--- src/rtl/video_sync_generator.sv ---
// SD hsync/vsync/field timing generator (576i50, 480i60, 576p50, 480p60) from a 50 MHz clock.
// Optional composite sync on csync_out when VIDEO_SYNC_CSYNC_EN is defined.
module video_sync_generator #(
    parameter int unsigned LINE_CLKS_I50 = 3200,
    parameter int unsigned LINE_CLKS_I60 = 3178,
    parameter int unsigned HSYNC_CLKS_I  = 235,
    parameter int unsigned HSYNC_CLKS_P  = 118
) (
    input  logic       clk_50mhz_in,
    input  logic       reset_in,
    input  logic [7:0] video_format,
    output logic       hsync_out,
    output logic       vsync_out,
    output logic       field_out,
    output logic       frame_start_out,
    output logic [9:0] line_out,
    output logic       csync_out
);
    localparam int unsigned HW = 12;
    localparam int unsigned LW = 10;

    localparam logic [2:0] FMT_OFF  = 3'd0;
    localparam logic [2:0] FMT_576I = 3'd1;
    localparam logic [2:0] FMT_480I = 3'd2;
    localparam logic [2:0] FMT_576P = 3'd3;
    localparam logic [2:0] FMT_480P = 3'd4;

    logic [2:0]    r_fmt;
    logic [HW-1:0] r_h_cnt;
    logic [LW-1:0] r_line;
    logic          r_hsync;
    logic          r_vsync;
    logic          r_field;
    logic          r_frame_start;

    logic [2:0]    w_fmt_in;
    logic [2:0]    w_fmt_nxt;
    logic [HW-1:0] w_h_nxt;
    logic [LW-1:0] w_line_nxt;
    logic          w_h_last;
    logic          w_l_last;
    logic [HW-1:0] w_len;
    logic [HW-1:0] w_half;
    logic          w_at_half;
    logic          w_hs_n;
    logic          w_vs_n;
    logic          w_field;
    logic          w_fs;

    function automatic logic [2:0] fmt_of(input logic [7:0] code);
        logic [2:0] f;
        case (code)
            8'h01:   f = FMT_576I;
            8'h02:   f = FMT_480I;
            8'h03:   f = FMT_576P;
            8'h04:   f = FMT_480P;
            default: f = FMT_OFF;
        endcase
        return f;
    endfunction

    function automatic logic [HW-1:0] len_of(input logic [2:0] f);
        logic [HW-1:0] l;
        case (f)
            FMT_576I: l = HW'(LINE_CLKS_I50);
            FMT_480I: l = HW'(LINE_CLKS_I60);
            FMT_576P: l = HW'(LINE_CLKS_I50 / 2);
            FMT_480P: l = HW'(LINE_CLKS_I60 / 2);
            default:  l = HW'(1);
        endcase
        return l;
    endfunction

    function automatic logic [LW-1:0] lines_of(input logic [2:0] f);
        logic [LW-1:0] n;
        case (f)
            FMT_576I, FMT_576P: n = LW'(625);
            FMT_480I, FMT_480P: n = LW'(525);
            default:            n = LW'(1);
        endcase
        return n;
    endfunction

    // Next-state: format reloads only while off or at frame wrap, which also restarts the counters
    always_comb begin
        w_fmt_in   = fmt_of(video_format);
        w_fmt_nxt  = r_fmt;
        w_h_nxt    = r_h_cnt;
        w_line_nxt = r_line;
        w_h_last   = (r_h_cnt == len_of(r_fmt) - HW'(1));
        w_l_last   = (r_line == lines_of(r_fmt) - LW'(1));
        if ((r_fmt == FMT_OFF) || (w_h_last && w_l_last)) begin
            w_fmt_nxt  = w_fmt_in;
            w_h_nxt    = '0;
            w_line_nxt = '0;
        end else if (w_h_last) begin
            w_h_nxt    = '0;
            w_line_nxt = r_line + LW'(1);
        end else begin
            w_h_nxt    = r_h_cnt + HW'(1);
        end
    end

    // Output decode from next-state counters so every output lands with its counter value
    always_comb begin
        w_hs_n    = 1'b1;
        w_vs_n    = 1'b1;
        w_field   = 1'b0;
        w_fs      = 1'b0;
        w_len     = len_of(w_fmt_nxt);
        w_half    = w_len >> 1;
        w_at_half = (w_h_nxt >= w_half);
        case (w_fmt_nxt)
            FMT_576I: begin
                w_hs_n  = (w_h_nxt >= HW'(HSYNC_CLKS_I));
                w_vs_n  = !((w_line_nxt < LW'(2)) || ((w_line_nxt == LW'(2)) && !w_at_half) ||
                            ((w_line_nxt == LW'(312)) && w_at_half) ||
                            (w_line_nxt == LW'(313)) || (w_line_nxt == LW'(314)));
                w_field = (w_line_nxt > LW'(312)) || ((w_line_nxt == LW'(312)) && w_at_half);
                w_fs    = ((w_line_nxt == LW'(0)) && (w_h_nxt == HW'(0))) ||
                          ((w_line_nxt == LW'(312)) && (w_h_nxt == w_half));
            end
            FMT_480I: begin
                w_hs_n  = (w_h_nxt >= HW'(HSYNC_CLKS_I));
                w_vs_n  = !((w_line_nxt < LW'(3)) ||
                            ((w_line_nxt == LW'(262)) && w_at_half) ||
                            (w_line_nxt == LW'(263)) || (w_line_nxt == LW'(264)) ||
                            ((w_line_nxt == LW'(265)) && !w_at_half));
                w_field = (w_line_nxt > LW'(262)) || ((w_line_nxt == LW'(262)) && w_at_half);
                w_fs    = ((w_line_nxt == LW'(0)) && (w_h_nxt == HW'(0))) ||
                          ((w_line_nxt == LW'(262)) && (w_h_nxt == w_half));
            end
            FMT_576P: begin
                w_hs_n  = (w_h_nxt >= HW'(HSYNC_CLKS_P));
                w_vs_n  = (w_line_nxt >= LW'(5));
                w_fs    = (w_line_nxt == LW'(0)) && (w_h_nxt == HW'(0));
            end
            FMT_480P: begin
                w_hs_n  = (w_h_nxt >= HW'(HSYNC_CLKS_P));
                w_vs_n  = (w_line_nxt >= LW'(6));
                w_fs    = (w_line_nxt == LW'(0)) && (w_h_nxt == HW'(0));
            end
            default: ;
        endcase
    end

    always_ff @(posedge clk_50mhz_in or posedge reset_in) begin
        if (reset_in) begin
            r_fmt         <= FMT_OFF;
            r_h_cnt       <= '0;
            r_line        <= '0;
            r_hsync       <= 1'b1;
            r_vsync       <= 1'b1;
            r_field       <= 1'b0;
            r_frame_start <= 1'b0;
        end else begin
            r_fmt         <= w_fmt_nxt;
            r_h_cnt       <= w_h_nxt;
            r_line        <= w_line_nxt;
            r_hsync       <= w_hs_n;
            r_vsync       <= w_vs_n;
            r_field       <= w_field;
            r_frame_start <= w_fs;
        end
    end

    assign hsync_out       = r_hsync;
    assign vsync_out       = r_vsync;
    assign field_out       = r_field;
    assign frame_start_out = r_frame_start;
    assign line_out        = r_line;

`ifdef VIDEO_SYNC_CSYNC_EN
    logic r_csync;

    always_ff @(posedge clk_50mhz_in or posedge reset_in) begin
        if (reset_in) begin
            r_csync <= 1'b1;
        end else begin
            r_csync <= w_hs_n & w_vs_n;
        end
    end

    assign csync_out = r_csync;
`else
    assign csync_out = 1'b1;
`endif

endmodule

--- config.mk ---
export PLATFORM = sky130hd
export DESIGN_NAME = video_sync_generator
export DESIGN_NICKNAME = d
export VERILOG_FILES = /design/src/rtl/video_sync_generator.sv
export SDC_FILE = /design/constraint.sdc
export NUM_CORES = 1
export LEC_CHECK = 0
export CORE_UTILIZATION = 49
export CTS_CLUSTER_SIZE = 40
export DETAILED_ROUTE_END_ITERATION = 8
export PLACE_DENSITY_LB_ADDON = 0.1
export SLEW_MARGIN = 20
export SYNTH_ARGS = -nofsm -noshare
export SYNTH_HDL_FRONTEND = slang
export SYNTH_SLANG_ARGS = --single-unit
export TNS_END_PERCENT = 1
--- constraint.sdc ---
create_clock -name clk_50mhz_in -period 8.4 [get_ports clk_50mhz_in]
set_input_delay 1.68 -clock clk_50mhz_in [delete_from_list [all_inputs] [get_ports clk_50mhz_in]]
set_output_delay 1.68 -clock clk_50mhz_in [all_outputs]
set_load 0.01 [all_outputs]
==> impl_metrics.env, run 1 <==
export IMPL_status="finished clean"
export IMPL_hold_class="register to register"
export IMPL_synthArstFlopShare_pct=100
export IMPL_worst_pin_slew_ns=0.908
export IMPL_final_cell_area_um2=3380
export IMPL_leakagePower_nw=1.28
export IMPL_grt_overflow_total=0
export IMPL_wire_per_inst_um=18.3
export IMPL_worst_ep_required_time_ns=8.60
export IMPL_synth_top_cell_area_share_pct=21.9
export IMPL_max_vdd_ir_drop_v=0.0000612
export IMPL_synth_area_um2=3080
export IMPL_grt_pass1_vias=2912
export IMPL_antenna_found_initial=0
export IMPL_worst_skew_pair_late_latency_ns=0.29
export IMPL_die_area_um2=6600
export IMPL_finalHoldViolations=0
export IMPL_cap_violations=0
export IMPL_die_w_um=81.3
export IMPL_ioPinCount=25
export IMPL_dieHeight_um=81.3
export IMPL_layout_drive_gt1_share_pct=8.29
export IMPL_cts_setup_buffers=0
export IMPL_cts_hold_buf=0
export IMPL_syn_num_nets=417
export IMPL_synthTopCellsByArea="dfrtp_1, ha_1, nor2_1, xnor2_1, nand2_1"
export IMPL_core_area_um2=5990
export IMPL_synth_avg_cell_area_um2=7.84
export IMPL_synth_seq_area_share_pct=23.6
export IMPL_setup_viol=0
export IMPL_final_nets=421
export IMPL_n_antenna_cell=0
export IMPL_final_setup_tns_ns=0
export IMPL_grt_start_max_net_pins=30
export IMPL_grt_pass1_wl_mm=14.4
export IMPL_rows=28
export IMPL_drt_pass1_iterations=5
export IMPL_post_route_min_period_ns=5.74
export IMPL_relSlewSlack_pct=39.4
export IMPL_routed_via_density=6.41
export IMPL_cts_root_buffer="clkbuf_8"
export IMPL_syn_inst=393
export IMPL_synth_cell_types=81
export IMPL_synthDominantAreaCellType="dfrtp_1"
export IMPL_critPathKind="register to register"
export IMPL_drtAntennaViolNets=0
export IMPL_cp_max_fo=22
export IMPL_start_kind="register"
export IMPL_first_iter_violations=261
export IMPL_vias=3034
export IMPL_synth_ff_type="dfrtp_1"
export IMPL_drt_total_wl_mm=8.67
export IMPL_numCtsBuffers=5
export IMPL_clock_fmax_mhz=174
export IMPL_layout_commonest_cell="nor2_1"
export IMPL_pwr_density_cell_nw_per_um2=79.5
export IMPL_ff2ff_path_depth=20
export IMPL_critPathCaptureType="register"
export IMPL_synth_edff_count=0
export IMPL_fin_crit_sh_pct=68.3
export IMPL_cts_resized=0
export IMPL_placed_area_um2=3280
export IMPL_cp_arrival_ns=5.94
export IMPL_hold_depth=2
export IMPL_maxSlewViolCount=0
export IMPL_skew_ns=0.00623
export IMPL_portBuffers=23
export IMPL_dp_hpwl_mm=6.29
export IMPL_cts_path_max_buffers=2
export IMPL_cts_tree="built"
export IMPL_htree_levels=2
export IMPL_layout_common_cells="nor2_1, nand2_1, dfrtp_1, clkdlybuf4s50_1, nand3_1"
export IMPL_gp_congestion=0.973
export IMPL_drc=0
export IMPL_rsz0062_at_grt="false"
export IMPL_ys_warnings_count=0
export IMPL_synth_seq_cells=29
export IMPL_cts_sinks=29
export IMPL_path_clk_slew_ns=0.07
export IMPL_grt_use_total_pct=28.5
export IMPL_syn2layout_area_growth_pct=9.63
export IMPL_initial_utilization_pct=51.4
[routing by layer]
metal	GRT usage (%)	vias up	share of wire, %
met2	42.2	105	44
met3	5.17	11	6.5
met1	41.4	1451	48
met5	0	-	0
met4	8.75	0	1.2
li1	-	1467	-
[Yosys cell counts, types with 3 or more instances]
cell type  instances
nor2_1            45
nand2_1           29
dfrtp_1           27
nand3_1           21
o21ai_0           19
a21oi_1           18
clkbuf_1          18
ha_1              14
inv_1             13
xnor2_1           13
nor3_1            11
xor2_1            10
nand4_1            9
or3_1              8
and2_1             7
o31ai_1            7
and4_1             6
o211ai_1           6
o21a_1             6
and3_1             5
nor4_1             5
a211o_1            4
a21o_1             4
buf_2              4
buf_4              4
nor2b_1            4
o2111ai_1          4
a32oi_1            3
nand2b_1           3
o21ai_1            3
o22ai_1            3
o31a_1             3
[through the flow]
| step | std cells | worst slack (ns) | power, mW | hold slack (ns) | utilization [%] |
|---|---|---|---|---|---|
| after floorplan | 393 | 3.30 | 0.145 | 0.600 | - |
| after global placement | 465 | 2.63 | 0.151 | 0.708 | 54.8 |
| after detailed placement | 465 | 2.54 | 0.151 | 0.716 | 54.8 |
| after CTS | 473 | 2.72 | 0.272 | 0.735 | 56.3 |
| after global routing | 473 | 2.16 | 0.280 | 0.775 | 56.3 |
| final | 473 | 2.66 | 0.268 | 0.740 | 56.3 |
[power by group]
part           leakage [nW]  internal (mW)  switching, mW
clock network        0.0364         0.0580         0.0625
logic                 0.875        0.00419        0.00408
registers             0.373          0.140              0
[final cells by class]
class	instances	area (µm²)
clock buffer	5	68.8
clock inverter	3	22.5
fill	569	2620
inverter	14	52.6
multi-input combinational	322	2160
sequential	29	728
tap	75	93.8
timing repair buffer	25	245
[critical path, cell delays in order, from the launching register on]
cell       delay (ns)
dfrtp_1          0.83
nor2_1           0.08
nor2_1           0.11
ha_1             0.39
xnor2_1          0.16
o211ai_1         0.12
o41ai_2          0.11
o2111ai_2        0.56
nor2_2           0.71
a221oi_4         0.17
nor3_2           0.38
nor2b_1          0.12
ha_1             0.31
nand3_1          0.11
or2_2            0.32
o21ba_2          0.23
or3_1            0.31
a32oi_1          0.17
o31ai_1          0.09
and3_1           0.19
o211ai_1         0.17
[worst paths after layout]
path	start	end	slack (ns)
max	r_fmt[1]	vsync_out	2.66
min	r_h_cnt[0]	r_h_cnt[0]	0.74
max reg2reg	r_fmt[1]	vsync_out	2.66
min reg2reg	r_h_cnt[0]	r_h_cnt[0]	0.74
max in group asynchronous	reset_in	hsync_out	6.32
min in group asynchronous	reset_in	line_out[7]	1.76
[logic make-up after synthesis]
| logic type | count (synthesis) | synth area share [%] |
|---|---|---|
| simple gates | 172 | 29.8 |
| compound gates | 111 | 27.8 |
| buf+inv | 42 | 6.05 |
| flops | 29 | 23.6 |
| xor+xnor | 23 | 6.54 |
| fa+ha+maj | 14 | 5.69 |
| other cells | 1 | 0.122 |
| mux | 1 | 0.325 |
[flip-flops by register name (all words and copies together), names as in the netlist]
name,cells
line_out,10
frame_start_out,1
field_out,1
r_fmt,3
hsync_out,1
vsync_out,1
r_h_cnt,12
No activity file was read; power rests on OpenSTA's default activity.
==> run 2, diff against run 1 <==
clock period = 5.95 ns   (was 8.4 ns; I/O delays follow)
==> run 2 against run 1 <==
Clock power up 56%. Highest routed layer unchanged. First-iteration DRC count grew 18%. Combinational power rose by 43%. Count of clock-buffer cells in the layout is 2 higher. Critical path depth rose by 1. Sequential power grew 41%. Sequential share of layout area is 0.44 points lower.
==> impl_metrics.env, run 2 (synthesized netlist as in run 1, its figures left out) <==
export IMPL_numCtsBuffers=5
export IMPL_crit_path_cell_trace="nor2_1, nor2_1, ha_1, o21bai_1, a22oi_1, o211ai_1, o2111ai_4, buf_4, o31ai_2, o211ai_2, nor3_2, nor2b_1, ha_1, nand3_1, or2_2, o21ba_2, or3_1, a32oi_1, o31ai_1, and3_1, o211ai_1"
export IMPL_cts_resized=0
export IMPL_p_total_mw=0.398
export IMPL_cts_root_buffer="clkbuf_8"
export IMPL_ioPinCount=25
export IMPL_hold_depth=2
export IMPL_cts_tree="built"
export IMPL_start_kind="register"
export IMPL_antenna_found_initial=0
export IMPL_cts_setup_buffers=0
export IMPL_cts_sinks=29
export IMPL_r2r_end="vsync_out"
export IMPL_cap_violations=0
export IMPL_final_nets=429
export IMPL_grt_pass1_vias=2777
export IMPL_die_w_um=81.3
export IMPL_crit_family="compound AO/OA/AOI/OAI gates"
export IMPL_cts_path_max_buffers=2
export IMPL_setup_viol=0
export IMPL_grt_pass1_wl_mm=13.9
export IMPL_cp_max_fo=20
export IMPL_first_iter_violations=308
export IMPL_finalHoldViolations=0
export IMPL_largest_reg_flops=12
export IMPL_drtAntennaViolNets=0
export IMPL_path_buf_inv=1
export IMPL_final_setup_tns_ns=0
export IMPL_maxSlewViolCount=0
export IMPL_grt_start_max_net_pins=30
export IMPL_skew_ns=0.00588
export IMPL_portBuffers=23
export IMPL_dp_hpwl_mm=6.39
export IMPL_rrSetupSlack_ns=0.52
export IMPL_post_route_min_period_ns=5.43
export IMPL_dieHeight_um=81.3
export IMPL_hold_class="register to register"
export IMPL_timing_rr_start="r_fmt[0]"
export IMPL_cp_arrival_ns=5.63
export IMPL_cp_slowest_stage_delay_ns=0.75
export IMPL_relSlewSlack_pct=43.4
export IMPL_initial_utilization_pct=51.4
export IMPL_grt_overflow_total=0
export IMPL_grt_use_total_pct=28.0
export IMPL_gp_congestion=0.914
export IMPL_ff2ff_path_depth=21
export IMPL_die_area_um2=6600
export IMPL_htree_levels=2
export IMPL_leakagePower_nw=1.34
export IMPL_cts_hold_buf=0
export IMPL_status="finished clean"
export IMPL_layout_commonest_cell="nor2_1"
export IMPL_max_vdd_ir_drop_v=0.000101
export IMPL_worst_skew_pair_late_latency_ns=0.29
export IMPL_critPathCaptureType="register"
export IMPL_path_clk_slew_ns=0.07
export IMPL_core_area_um2=5990
export IMPL_whs_endpoint="r_h_cnt[8]"
export IMPL_syn2layout_area_growth_pct=11.9
export IMPL_worst_ep_required_time_ns=6.15
export IMPL_drc=0
export IMPL_clock_fmax_mhz=184
export IMPL_largest_register="r_h_cnt"
export IMPL_layout_common_cells="nor2_1, nand2_1, dfrtp_1, clkdlybuf4s50_1, nand3_1"
export IMPL_n_fill_cell=591
export IMPL_pwr_density_cell_nw_per_um2=116
export IMPL_vias=3148
export IMPL_worst_pin_slew_ns=0.846
export IMPL_min_delay_start="r_h_cnt[8]"
export IMPL_n_antenna_cell=0
export IMPL_wire_per_inst_um=18.3
export IMPL_cp_slowest_cell="dfrtp_1"
export IMPL_fin_crit_sh_pct=91.3
export IMPL_layout_drive_gt1_share_pct=10.1
export IMPL_routed_via_density=6.54
export IMPL_critPathKind="register to register"
export IMPL_drt_total_wl_mm=8.82
export IMPL_rsz0062_at_grt="false"
export IMPL_rows=28
export IMPL_drt_pass1_iterations=5
==> run 2: changes by cell type in the layout (fill, tap and decap cells not counted) <==
cell        before  now
clkinv_2         0    1
clkinvlp_4       3    0
buf_4            2   10
clkbuf_8         5    7
==> run 2: worst max path at each step <==
stage	start	end	slack (ns)	cells past startpoint
finish	r_fmt[0]	vsync_out	0.52	21
global route	r_fmt[0]	vsync_out	0.1	23
CTS	r_fmt[0]	vsync_out	0.56	21
detailed placement	video_format[3]	vsync_out	0.58	19
global placement	video_format[3]	vsync_out	0.71	16
floorplan	r_fmt[1]	vsync_out	1.05	25
==> run 2: cell type report <==
| type | instances | area [µm²] | area share, % |
|---|---|---|---|
| multi-input cells | 322 | 2160 | 62.8 |
| inverters | 14 | 52.6 | 1.53 |
| clock inverters | 1 | 5.00 | 0.145 |
| clock buffers | 7 | 96.3 | 2.80 |
| flip-flops and latches | 29 | 728 | 21.1 |
| well taps | 75 | 93.8 | 2.72 |
| repair buffers | 33 | 305 | 8.86 |
==> run 2: report_power, final <==
part	switching (mW)	internal [mW]
Sequential	0	0.197
Combinational	0.00587	0.00590
Clock	0.0849	0.105
==> run 2: layer usage <==
metal / track usage (%) / vias to the layer above / wire length (µm)
li1: - / 1494 / -
met1: 40.5 / 1509 / 4160
met2: 42.0 / 134 / 3850
met3: 4.72 / 11 / 725
met4: 8.21 / 0 / 87
met5: 0 / - / 0
==> run 2: worst min-delay path: stages (launching register included) <==
cell	delay, ns
dfrtp_1	0.48
xnor2_1	0.16
nor2_1	0.05
==> run 2: through the flow <==
stage | worst slack, ns | area, µm² | utilization, % | instances | hold WS, ns
CTS | 0.565 | 3450 | 57.5 | 481 | 0.728
floorplan | 1.05 | 3080 | - | 393 | 0.600
finish | 0.518 | 3450 | 57.5 | 481 | 0.736
detailed placement | 0.580 | 3340 | 55.8 | 473 | 0.708
global route | 0.0963 | 3450 | 57.5 | 481 | 0.786
global placement | 0.712 | 3340 | 55.8 | 473 | 0.714
==> run 3, diff against run 2 <==
CTS_CLUSTER_SIZE = default   (was 40)
HOLD_SLACK_MARGIN = 0.1   (was default)
==> results of run 3 <==
No change in the layout: final DEF, timing and power equal those of run 2.
